==> src/rtl/ram_loader.sv <==
// Download-to-RAM loader: writes an ioctl byte stream into a RAM window and arbitrates CPU access.
// Optional feature: define RAM_LOADER_CLEAR_EN to zero the whole RAM after every reset.
module ram_loader #(
    parameter int unsigned addr_width_g = 11,
    parameter int unsigned data_width_g = 8,
    parameter logic [24:0] base_addr_g  = 25'h0,
    parameter logic [7:0]  index_g      = 8'h00
) (
    input  logic                    clock,
    input  logic                    reset,
    input  logic                    ioctl_download,
    input  logic [7:0]              ioctl_index,
    input  logic                    ioctl_wr,
    input  logic [24:0]             ioctl_addr,
    input  logic [7:0]              ioctl_dout,
    output logic                    ioctl_wait,
    input  logic                    cpu_en,
    input  logic                    cpu_we,
    input  logic [addr_width_g-1:0] cpu_addr,
    input  logic [data_width_g-1:0] cpu_din,
    output logic                    cpu_busy,
    output logic                    ram_clken,
    output logic                    ram_wren,
    output logic [addr_width_g-1:0] ram_address,
    output logic [data_width_g-1:0] ram_data,
    output logic                    load_done,
    output logic [addr_width_g:0]   load_count
);

    localparam logic [25:0] WinSize = 26'(1) << addr_width_g;
    localparam logic [addr_width_g:0] CountMax = {1'b1, {addr_width_g{1'b0}}};

    typedef enum logic [1:0] {
        StIdle  = 2'd0,
        StLoad  = 2'd1
`ifdef RAM_LOADER_CLEAR_EN
        ,
        StClear = 2'd2
`endif
    } state_e;

`ifdef RAM_LOADER_CLEAR_EN
    localparam state_e StReset   = StClear;
    localparam logic   ResetBusy = 1'b1;
`else
    localparam state_e StReset   = StIdle;
    localparam logic   ResetBusy = 1'b0;
`endif

    state_e                  state_q, state_d;
    logic                    pend_q, pend_d;
    logic [addr_width_g-1:0] pend_addr_q, pend_addr_d;
    logic [data_width_g-1:0] pend_data_q, pend_data_d;
    logic [addr_width_g:0]   load_count_q, load_count_d;
    logic                    load_done_q, load_done_d;
`ifdef RAM_LOADER_CLEAR_EN
    logic [addr_width_g-1:0] clr_cnt_q, clr_cnt_d;
`endif

    logic        selected;
    logic        in_window;
    logic [25:0] offset;

    // 26-bit offset: an address below the base wraps to a huge value and fails the bound.
    always_comb begin
        selected  = ioctl_download && (ioctl_index == index_g);
        offset    = {1'b0, ioctl_addr} - {1'b0, base_addr_g};
        in_window = selected && (offset < WinSize);
    end

    always_ff @(posedge clock) begin
        if (reset) begin
            state_q <= StReset;
        end else begin
            state_q <= state_d;
        end
    end

    always_ff @(posedge clock) begin
        if (reset) begin
            pend_q       <= 1'b0;
            pend_addr_q  <= '0;
            pend_data_q  <= '0;
            load_count_q <= '0;
            load_done_q  <= 1'b0;
`ifdef RAM_LOADER_CLEAR_EN
            clr_cnt_q    <= '0;
`endif
        end else begin
            pend_q       <= pend_d;
            pend_addr_q  <= pend_addr_d;
            pend_data_q  <= pend_data_d;
            load_count_q <= load_count_d;
            load_done_q  <= load_done_d;
`ifdef RAM_LOADER_CLEAR_EN
            clr_cnt_q    <= clr_cnt_d;
`endif
        end
    end

    always_comb begin
        state_d      = state_q;
        pend_d       = 1'b0;
        pend_addr_d  = pend_addr_q;
        pend_data_d  = pend_data_q;
        load_count_d = load_count_q;
        load_done_d  = load_done_q;
`ifdef RAM_LOADER_CLEAR_EN
        clr_cnt_d    = clr_cnt_q;
`endif
        case (state_q)
`ifdef RAM_LOADER_CLEAR_EN
            StClear: begin
                clr_cnt_d = clr_cnt_q + 1'b1;
                if (clr_cnt_q == '1) begin
                    state_d = StIdle;
                end
            end
`endif
            StIdle: begin
                if (selected) begin
                    state_d      = StLoad;
                    load_count_d = '0;
                    pend_d       = ioctl_wr && in_window;
                end
            end
            StLoad: begin
                // The byte pending now is written this cycle, even on the exit cycle.
                if (pend_q && (load_count_q != CountMax)) begin
                    load_count_d = load_count_q + 1'b1;
                end
                if (!selected) begin
                    state_d     = StIdle;
                    load_done_d = 1'b1;
                end
                pend_d = ioctl_wr && in_window;
            end
            default: begin
                state_d = StReset;
            end
        endcase
        if (pend_d) begin
            pend_addr_d = offset[addr_width_g-1:0];
            pend_data_d = data_width_g'(ioctl_dout);
        end
    end

    always_comb begin
        ioctl_wait  = 1'b0;
        cpu_busy    = 1'b0;
        ram_clken   = 1'b0;
        ram_wren    = 1'b0;
        ram_address = cpu_addr;
        ram_data    = cpu_din;
        if (reset) begin
            ioctl_wait = ResetBusy;
            cpu_busy   = ResetBusy;
        end else begin
            case (state_q)
`ifdef RAM_LOADER_CLEAR_EN
                StClear: begin
                    ioctl_wait  = 1'b1;
                    cpu_busy    = 1'b1;
                    ram_clken   = 1'b1;
                    ram_wren    = 1'b1;
                    ram_address = clr_cnt_q;
                    ram_data    = '0;
                end
`endif
                StIdle: begin
                    ram_clken = cpu_en;
                    ram_wren  = cpu_en & cpu_we;
                end
                StLoad: begin
                    cpu_busy    = 1'b1;
                    ram_clken   = pend_q;
                    ram_wren    = pend_q;
                    ram_address = pend_addr_q;
                    ram_data    = pend_data_q;
                end
                default: begin
                    cpu_busy = 1'b1;
                end
            endcase
        end
    end

    assign load_done  = load_done_q;
    assign load_count = load_count_q;

endmodule

==> config.mk <==
export PLATFORM = sky130hd
export DESIGN_NAME = ram_loader
export DESIGN_NICKNAME = d
export VERILOG_FILES = /design/src/rtl/ram_loader.sv
export SDC_FILE = /design/constraint.sdc
export NUM_CORES = 1
export LEC_CHECK = 0
export CAP_MARGIN = 5
export CORE_MARGIN = 2
export CORE_UTILIZATION = 30
export CTS_CLUSTER_SIZE = 28
export DETAILED_ROUTE_END_ITERATION = 12
export GPL_TIMING_DRIVEN = 0
export PLACE_DENSITY = 0.69
export SLEW_MARGIN = 40
export SYNTH_ARGS = -nofsm -noshare
export SYNTH_HDL_FRONTEND = slang
export SYNTH_SLANG_ARGS = --single-unit
==> constraint.sdc <==
create_clock -name clock -period 4.2 [get_ports clock]
set_clock_uncertainty 0.15 [all_clocks]
set_input_delay 0.63 -clock clock [delete_from_list [all_inputs] [get_ports clock]]
set_output_delay 0.63 -clock clock [all_outputs]
set_load 0.01 [all_outputs]
-- After elaboration in Yosys (flattened, before gate mapping)
Cells that the tools add are included.
- equality and inequality tests: 5
- magnitude comparators: 1
- shifts and indexed selects: 0
- add/subtract/negate cells: 1
- divide/modulo/power cells: 0
- muxes and demuxes: 18
- bitwise gates (word level): 2
- reductions and logical operators: 10
- multiply operators: 0
- operators by type and width (kind ; count):
    < comparator 25 x 12 -> 1 bit (second input constant) ; 1
    2-to-1 mux 12 bit ; 2
    one-hot mux 12 bit (2 select lines) ; 1
    2-to-1 mux 11 bit ; 2
    2-to-1 mux 8 bit ; 2
    adder 12 x 1 -> 12 bit (second input constant) ; 1
    != test 12 bit (second input constant) ; 1
    zero test 8 bit ; 1
    != test 2 bit (second input constant) ; 3
    one-hot mux 1 bit (2 select lines) ; 3
    2-to-1 mux 1 bit ; 5
    logical AND 1 bit ; 4
    2-to-1 mux 2 bit ; 2
    one-hot mux 2 bit (2 select lines) ; 1
    AND reduction 2 bit ; 2
    AND reduction 3 bit ; 1
    equality test 2 x 1 -> 1 bit (second input constant) ; 1
    zero test 2 bit ; 1
    nonzero test 2 bit ; 1
    bitwise AND 1 bit ; 1
    NOT 1 bit ; 1
- output and inout bits: 36
- register bits: 35
- bits in latches: 0
- memory bits (read-only): 0
- memories: 0
- logic and storage cells: 43
- bits in writable memories: 0

-- Longest topological paths before layout
Gate-level depths: netlist of the first run.
- depth in word-level cells: 6
- mapped depth: 6
- depth with buffers taken out: 6

-- Worst setup path after synthesis of the first run
Ideal clock, no wire load.
- path type: input to output
- start point: input reset
- end point: output ram_address[0]
- setup slack: 1.731 ns
- stages: 4
- arrival: 1.689 ns
- required time: 3.420 ns
- buffers on the path: 2
- path through: clkbuf_1 nand2b_1 clkbuf_1 mux2_2
- cells in the longest elaborated chain, start to end: 1
- ends and longest elaborated chain (element ; line ; RTL):
    from (decl) ; 10 ; input logic reset,
    2-to-1 mux 11 bit ; 155 ; if (reset) begin
    to (decl) ; 24 ; output logic [addr_width_g-1:0] ram_address,
No other way between the ends.

-- Worst setup path after layout of the first run
- start point: input reset
- end point: output ram_data[6]
- cells in the longest elaborated chain, start to end: 1
- ends and longest elaborated chain (element ; line ; RTL):
    2-to-1 mux 8 bit ; 155 ;
    to (decl) ; 25 ; output logic [data_width_g-1:0] ram_data,
No other way between the ends.

==> impl_metrics.py, run 1 <==
metrics = {
    "sta": {
        "slew_viol_final": 0,
        "finalHoldViolCount": 0,
        "fin_crit_ns": 3.21,
        "tightest_slew_ns": 0.590,
        "post-route-period-util": 0.765,
        "slew_headroom": 0.607,
        "setup_tns_ns": 0,
        "clock.fmax_ghz": 0.311,
        "rsz0062_at_grt": "no",
        "setup_viol": 0,
    },
    "power": {
        "total_power_mw": 0.862,
        "ir_drop_mv": 0.128,
        "p_leak_nw": 1.03,
        "powerDensity_nw_per_um2": 286,
    },
    "critical_path": {
        "cp_max_fo": 10,
        "slowest_delay_ns": 0.49,
        "crit_path_cell_trace": "clkbuf_1 -> nand2b_1 -> clkbuf_1 -> mux2_2 -> clkdlybuf4s50_1",
        "r2r_slack_ns": 2.22,
        "crit_slowest_cell": "clkdlybuf4s50_1",
        "cpMostUsedCell": "clkbuf_1",
        "cp_data_arrival_time_ns": 2.43,
        "start_kind": "input port",
        "path_class": "in -> out",
        "critical_path.startpoint": "reset",
        "end_kind": "primary output",
        "rr_startpoint": "load_count[0]",
        "cp.required_ns": 3.42,
    },
    "global_route": {
        "grt_pass1_vias": 1894,
        "track_usage": 0.168,
        "grt_antenna_before_repair": 0,
        "grt-ovfl-total": 0,
        "grt_max_degree": 12,
        "grt_pass1_wl_um": 8560,
    },
    "drt": {
        "wl_per_cell_um": 13.6,
        "vias_per_cell": 4.98,
        "drtIter0Drc": 80,
        "routed_wl_um": 5350,
        "route.vias.total": 1963,
        "drtAntennaViolNets": 0,
        "drt_pass1_iterations": 4,
        "post-route-drc-count": 0,
    },
    "clock_tree": {
        "clock_latency_ns": 0.29,
        "root_buffer": "clkbuf_8",
        "cts_tree": "built",
        "clockBufferDepth": 2,
        "cts.sinks": 34,
        "clk_pin_slew_ns": 0.07,
        "numCtsBuffers": 5,
        "cts_hold_buf": 0,
        "h-tree-depth": 2,
        "cts.repair.resized": 0,
        "cts_setup_buffers": 0,
    },
    "logic_synthesis": {
        "synthCells": 212,
        "ys_warn_count": 0,
        "ys_async_sr_fraction": 0,
        "ys_seq_area_frac": 0.380,
        "ys_ff_latch": 34,
        "avgSynthCellArea_um2": 8.44,
        "synth_edf_count": 0,
        "yosys.cell_types.count": 36,
        "synth_ff_type": "dfxtp_1",
        "synth_area_um2": 1790,
        "synth_fp_nets": 281,
    },
    "floorplanning": {
        "die_y_um": 81.2,
        "core-area_um2": 5850,
        "start_util": 0.306,
        "fp-row-count": 28,
        "pin_count": 102,
        "dieArea_um2": 6600,
        "die_w_um": 81.2,
    },
    "place": {
        "hpwlAfterDp_um": 4180,
        "place_congestion": 0.825,
        "port_buffers": 99,
    },
    "finish": {
        "layout_common_cells": "clkdlybuf4s50_1, dfxtp_1, a21oi_1, nand3_1, o21ai_0",
        "diodes": 0,
        "multi_input_area_um2": 1010,
        "syn_to_final_growth_pct": 68.6,
        "drive_gt1_frac": 0.119,
        "final_common_cell": "clkdlybuf4s50_1",
        "nFillCells": 556,
        "nets": 387,
        "regArea_um2": 681,
    },
    "min_path": {
        "hold_class": "reg -> reg",
        "min_from": "pend_data_q[0]",
    },
    "run_status": {
        "outcome": "complete, no violations",
    },
    "run": {
        "drv_cap": 0,
    },
}
-- kinds of logic after synthesis --
group / Yosys count / share of synthesized area
AO/OA/AOI/OAI: 53 / 0.159
XOR/XNOR: 8 / 0.0392
adder cells (fa/ha/maj): 3 / 0.0210
buffers and inverters: 21 / 0.0531
flip-flops: 34 / 0.380
multiplexers: 19 / 0.120
other: 1 / 0.00210
AND/OR/NAND/NOR: 73 / 0.226
-- synth_stat cells, types with 2 or more instances --
| master | n | area share |
|---|---|---|
| inv_1 | 5 | 0.010 |
| a21oi_1 | 25 | 0.070 |
| mux2_2 | 19 | 0.12 |
| o21ai_0 | 21 | 0.059 |
| buf_4 | 3 | 0.013 |
| nand2b_1 | 2 | 0.0070 |
| buf_2 | 3 | 0.0084 |
| or3_1 | 2 | 0.0070 |
| nor2_1 | 13 | 0.027 |
| o31ai_1 | 2 | 0.0084 |
| and4_1 | 3 | 0.015 |
| nor4_1 | 7 | 0.024 |
| nand4_1 | 2 | 0.0070 |
| ha_1 | 3 | 0.021 |
| xnor2_1 | 7 | 0.034 |
| nor3b_1 | 2 | 0.0084 |
| nor3_1 | 4 | 0.011 |
| nor2b_1 | 2 | 0.0070 |
| nand3_1 | 24 | 0.067 |
| nand2_1 | 6 | 0.013 |
| dfxtp_1 | 34 | 0.38 |
| clkbuf_1 | 9 | 0.019 |
-- critical path, delay by kind of cell --
family | cells | cell delay (ns)
buffers and inverters | 3 | 1.23
muxes | 1 | 0.40
and+or+nand+nor | 1 | 0.17
-- worst paths after layout --
kind	end	cells past startpoint
max	ram_data[6]	5
min	pend_data_q[0]	2
max reg2reg	load_count[2]	6
min reg2reg	pend_data_q[0]	2
-- power by group --
part           leakage, nW  total [mW]  internal (mW)  switching, mW
clock               0.0714       0.378          0.253          0.125
sequential           0.274       0.326          0.325        0.00137
combinational        0.689       0.158          0.107         0.0509
-- flip-flops by register name, indices dropped and copies added, names as in the netlist --
signal and flops:
pend_q 1, pend_addr_q 11, pend_data_q 8, state_q 1
load_count 12, load_done 1
-- per-stage QoR --
step                      cell area, um^2   util  hold slack [ns]  setup slack, ns  std cells
after floorplan                      1790      -            0.297             1.73        212
after global placement               2870  0.491            0.304            0.983        386
after detailed placement             2870  0.491            0.316            0.972        386
after CTS                            3020  0.516            0.324            0.969        394
after global routing                 3020  0.516            0.351            0.859        394
final                                3020  0.516            0.323            0.988        394
-- layer usage --
| metal | GRT usage | up-vias | part of all wire |
|---|---|---|---|
| met5 | 0 | - | 0 |
| met4 | 0.0508 | 0 | 0.012 |
| met3 | 0.0500 | 6 | 0.082 |
| met2 | 0.288 | 87 | 0.49 |
| met1 | 0.204 | 892 | 0.42 |
| li1 | - | 978 | - |
-- final cells by class --
cell class / instances / share of cell area
Buffer: 16 / 0.0253
Tap cell: 75 / 0.0311
Inverter: 5 / 0.00622
Timing Repair Buffer: 99 / 0.328
Multi-Input combinational cell: 157 / 0.336
Clock buffer: 6 / 0.0274
Sequential cell: 34 / 0.226
Clock inverter: 2 / 0.0199
(Power assumes the default switching activity.)
==> run 2, diff against run 1 <==
- clock period: 4.2 -> 3 ns (I/O delays scaled with it)
==> results of run 2 <==
The final DEF is identical to that of run 1. Status: complete, no violations.
Main changes from that run: setup slack after placement 0.972 ns -> 0.132 ns; setup slack after layout 0.988 ns -> 0.148 ns; register-to-register setup slack 2.22 ns -> 1.02 ns; total power 0.862 mW -> 1.21 mW; worst IR drop on VDD 0.128 mV -> 0.179 mV
==> run 3, diff against run 2 <==
- GPL_TIMING_DRIVEN: 0 -> default
- RECOVER_POWER: default -> 25
==> impl_metrics.py, run 3 (same netlist as run 1, synthesis figures left out) <==
metrics = {
    "critical_path": {
        "ff2ff_path_depth": 6,
        "start_kind": "input port",
        "r2r_slack_ns": 1.04,
        "regToRegEndpoint": "load_count[2]",
        "cp_max_fo": 12,
        "path_class": "in -> out",
        "rr_startpoint": "load_count[0]",
        "cp.required_ns": 2.40,
        "end_kind": "primary output",
        "cp_data_arrival_time_ns": 2.15,
    },
    "power": {
        "switching_share": 0.220,
        "powerDensity_nw_per_um2": 362,
        "ir_drop_mv": 0.145,
        "p_seq_frac": 0.431,
        "p_leak_nw": 1.05,
        "total_power_mw": 1.07,
        "pwr-share-comb": 0.198,
        "p_int_mw": 0.835,
        "power_switching_mw": 0.236,
        "power.share.clock": 0.371,
    },
    "run": {
        "drv_cap": 0,
    },
    "floorplanning": {
        "dieArea_um2": 6600,
        "core-area_um2": 5850,
        "fp-row-count": 28,
        "die_y_um": 81.2,
        "die_w_um": 81.2,
        "start_util": 0.306,
        "pin_count": 102,
    },
    "sta": {
        "fin_ws_ns": 0.249,
        "tightest_slew_ns": 0.771,
        "slew_headroom": 0.486,
        "setup_viol": 0,
        "finalHoldViolCount": 0,
        "slew_viol_final": 0,
        "setup_tns_ns": 0,
        "post-route-period-util": 0.917,
        "rsz0062_at_grt": "no",
        "fin_crit_ns": 2.75,
        "clock.fmax_ghz": 0.364,
    },
    "min_path": {
        "hold_end": "load_done",
        "min_from": "load_done",
        "holdPathStages": 2,
        "hold_class": "reg -> reg",
    },
    "drt": {
        "routed_wl_um": 5140,
        "route.vias.total": 1924,
        "post-route-drc-count": 0,
        "drtIter0Drc": 83,
        "drtAntennaViolNets": 0,
        "wl_per_cell_um": 13.3,
        "vias_per_cell": 4.98,
        "drt_pass1_iterations": 4,
    },
    "clock_tree": {
        "clockBufferDepth": 2,
        "cts.repair.resized": 0,
        "clk_pin_slew_ns": 0.07,
        "h-tree-depth": 2,
        "cts_hold_buf": 0,
        "cts.sinks": 34,
        "clock_latency_ns": 0.29,
        "root_buffer": "clkbuf_8",
        "cts_tree": "built",
        "numCtsBuffers": 5,
        "cts_setup_buffers": 0,
    },
    "finish": {
        "nFillCells": 568,
        "fin_area_um2": 2960,
        "final-instance-count-excl-fill": 386,
        "drive_gt1_frac": 0.116,
        "final_common_cell": "clkdlybuf4s50_1",
        "syn_to_final_growth_pct": 65.6,
        "nets": 379,
        "largest_register_ffs": 12,
        "layout_common_cells": "clkdlybuf4s50_1, dfxtp_1, a21oi_1, nand3_1, o21ai_0",
        "diodes": 0,
    },
    "global_route": {
        "grt-ovfl-total": 0,
        "grt_pass1_wl_um": 8350,
        "grt_max_degree": 25,
        "grt_antenna_before_repair": 0,
        "track_usage": 0.162,
        "grt_pass1_vias": 1819,
    },
    "place": {
        "port_buffers": 100,
        "dp_slack_ns": 0.229,
        "hpwlAfterDp_um": 3930,
        "post-place-cells": 378,
        "place_congestion": 0.781,
        "placed_area_um2": 2860,
    },
    "run_status": {
        "outcome": "complete, no violations",
    },
}
==> run 3: per-stage QoR <==
step,hold slack (ns),utilization
after floorplan,0.297,-
after global placement,0.306,0.489
after detailed placement,0.311,0.489
after CTS,0.327,0.508
after global routing,0.352,0.506
final,0.317,0.506
==> run 3: area by class of cell <==
class | count | area (um^2) | share of cell area
Timing Repair Buffer | 107 | 1050 | 0.353
Tap cell | 75 | 93.8 | 0.0317
Sequential cell | 34 | 681 | 0.230
Multi-Input combinational cell | 157 | 1010 | 0.342
Inverter | 5 | 18.8 | 0.00633
Clock buffer | 8 | 110 | 0.0372
==> run 3: worst max path at each step <==
stage / start / to / cells after the start
global placement: reset / ram_address[6] / 5
CTS: reset / ram_data[7] / 5
detailed placement: reset / ram_data[7] / 5
global route: reset / ram_address[4] / 5
finish: reset / ram_data[7] / 5
floorplan: reset / ram_address[0] / 4
==> run 3: power by group through the flow <==
stage          clock [mW]  combinational, mW  sequential [mW]
3_3_place_gp            0              0.213            0.472
3_5_place_dp            0              0.215            0.472
2_1_floorplan           0             0.0758            0.468
5_1_grt             0.435              0.229            0.462
4_1_cts             0.415              0.216            0.461
6_report            0.398              0.212            0.462
==> run 3: metal layers <==
metal	track usage	vias to the layer above	wire length, um
met5	0	-	0
met4	0.0576	0	82
met3	0.0433	9	376
met2	0.280	80	2510
met1	0.193	879	2180
li1	-	956	-
==> run 3: critical path, stage by stage <==
cell             delay, ns
clkdlybuf4s50_1       0.50
nand2b_1              0.15
buf_4                 0.21
mux2_2                0.35
clkdlybuf4s50_1       0.48
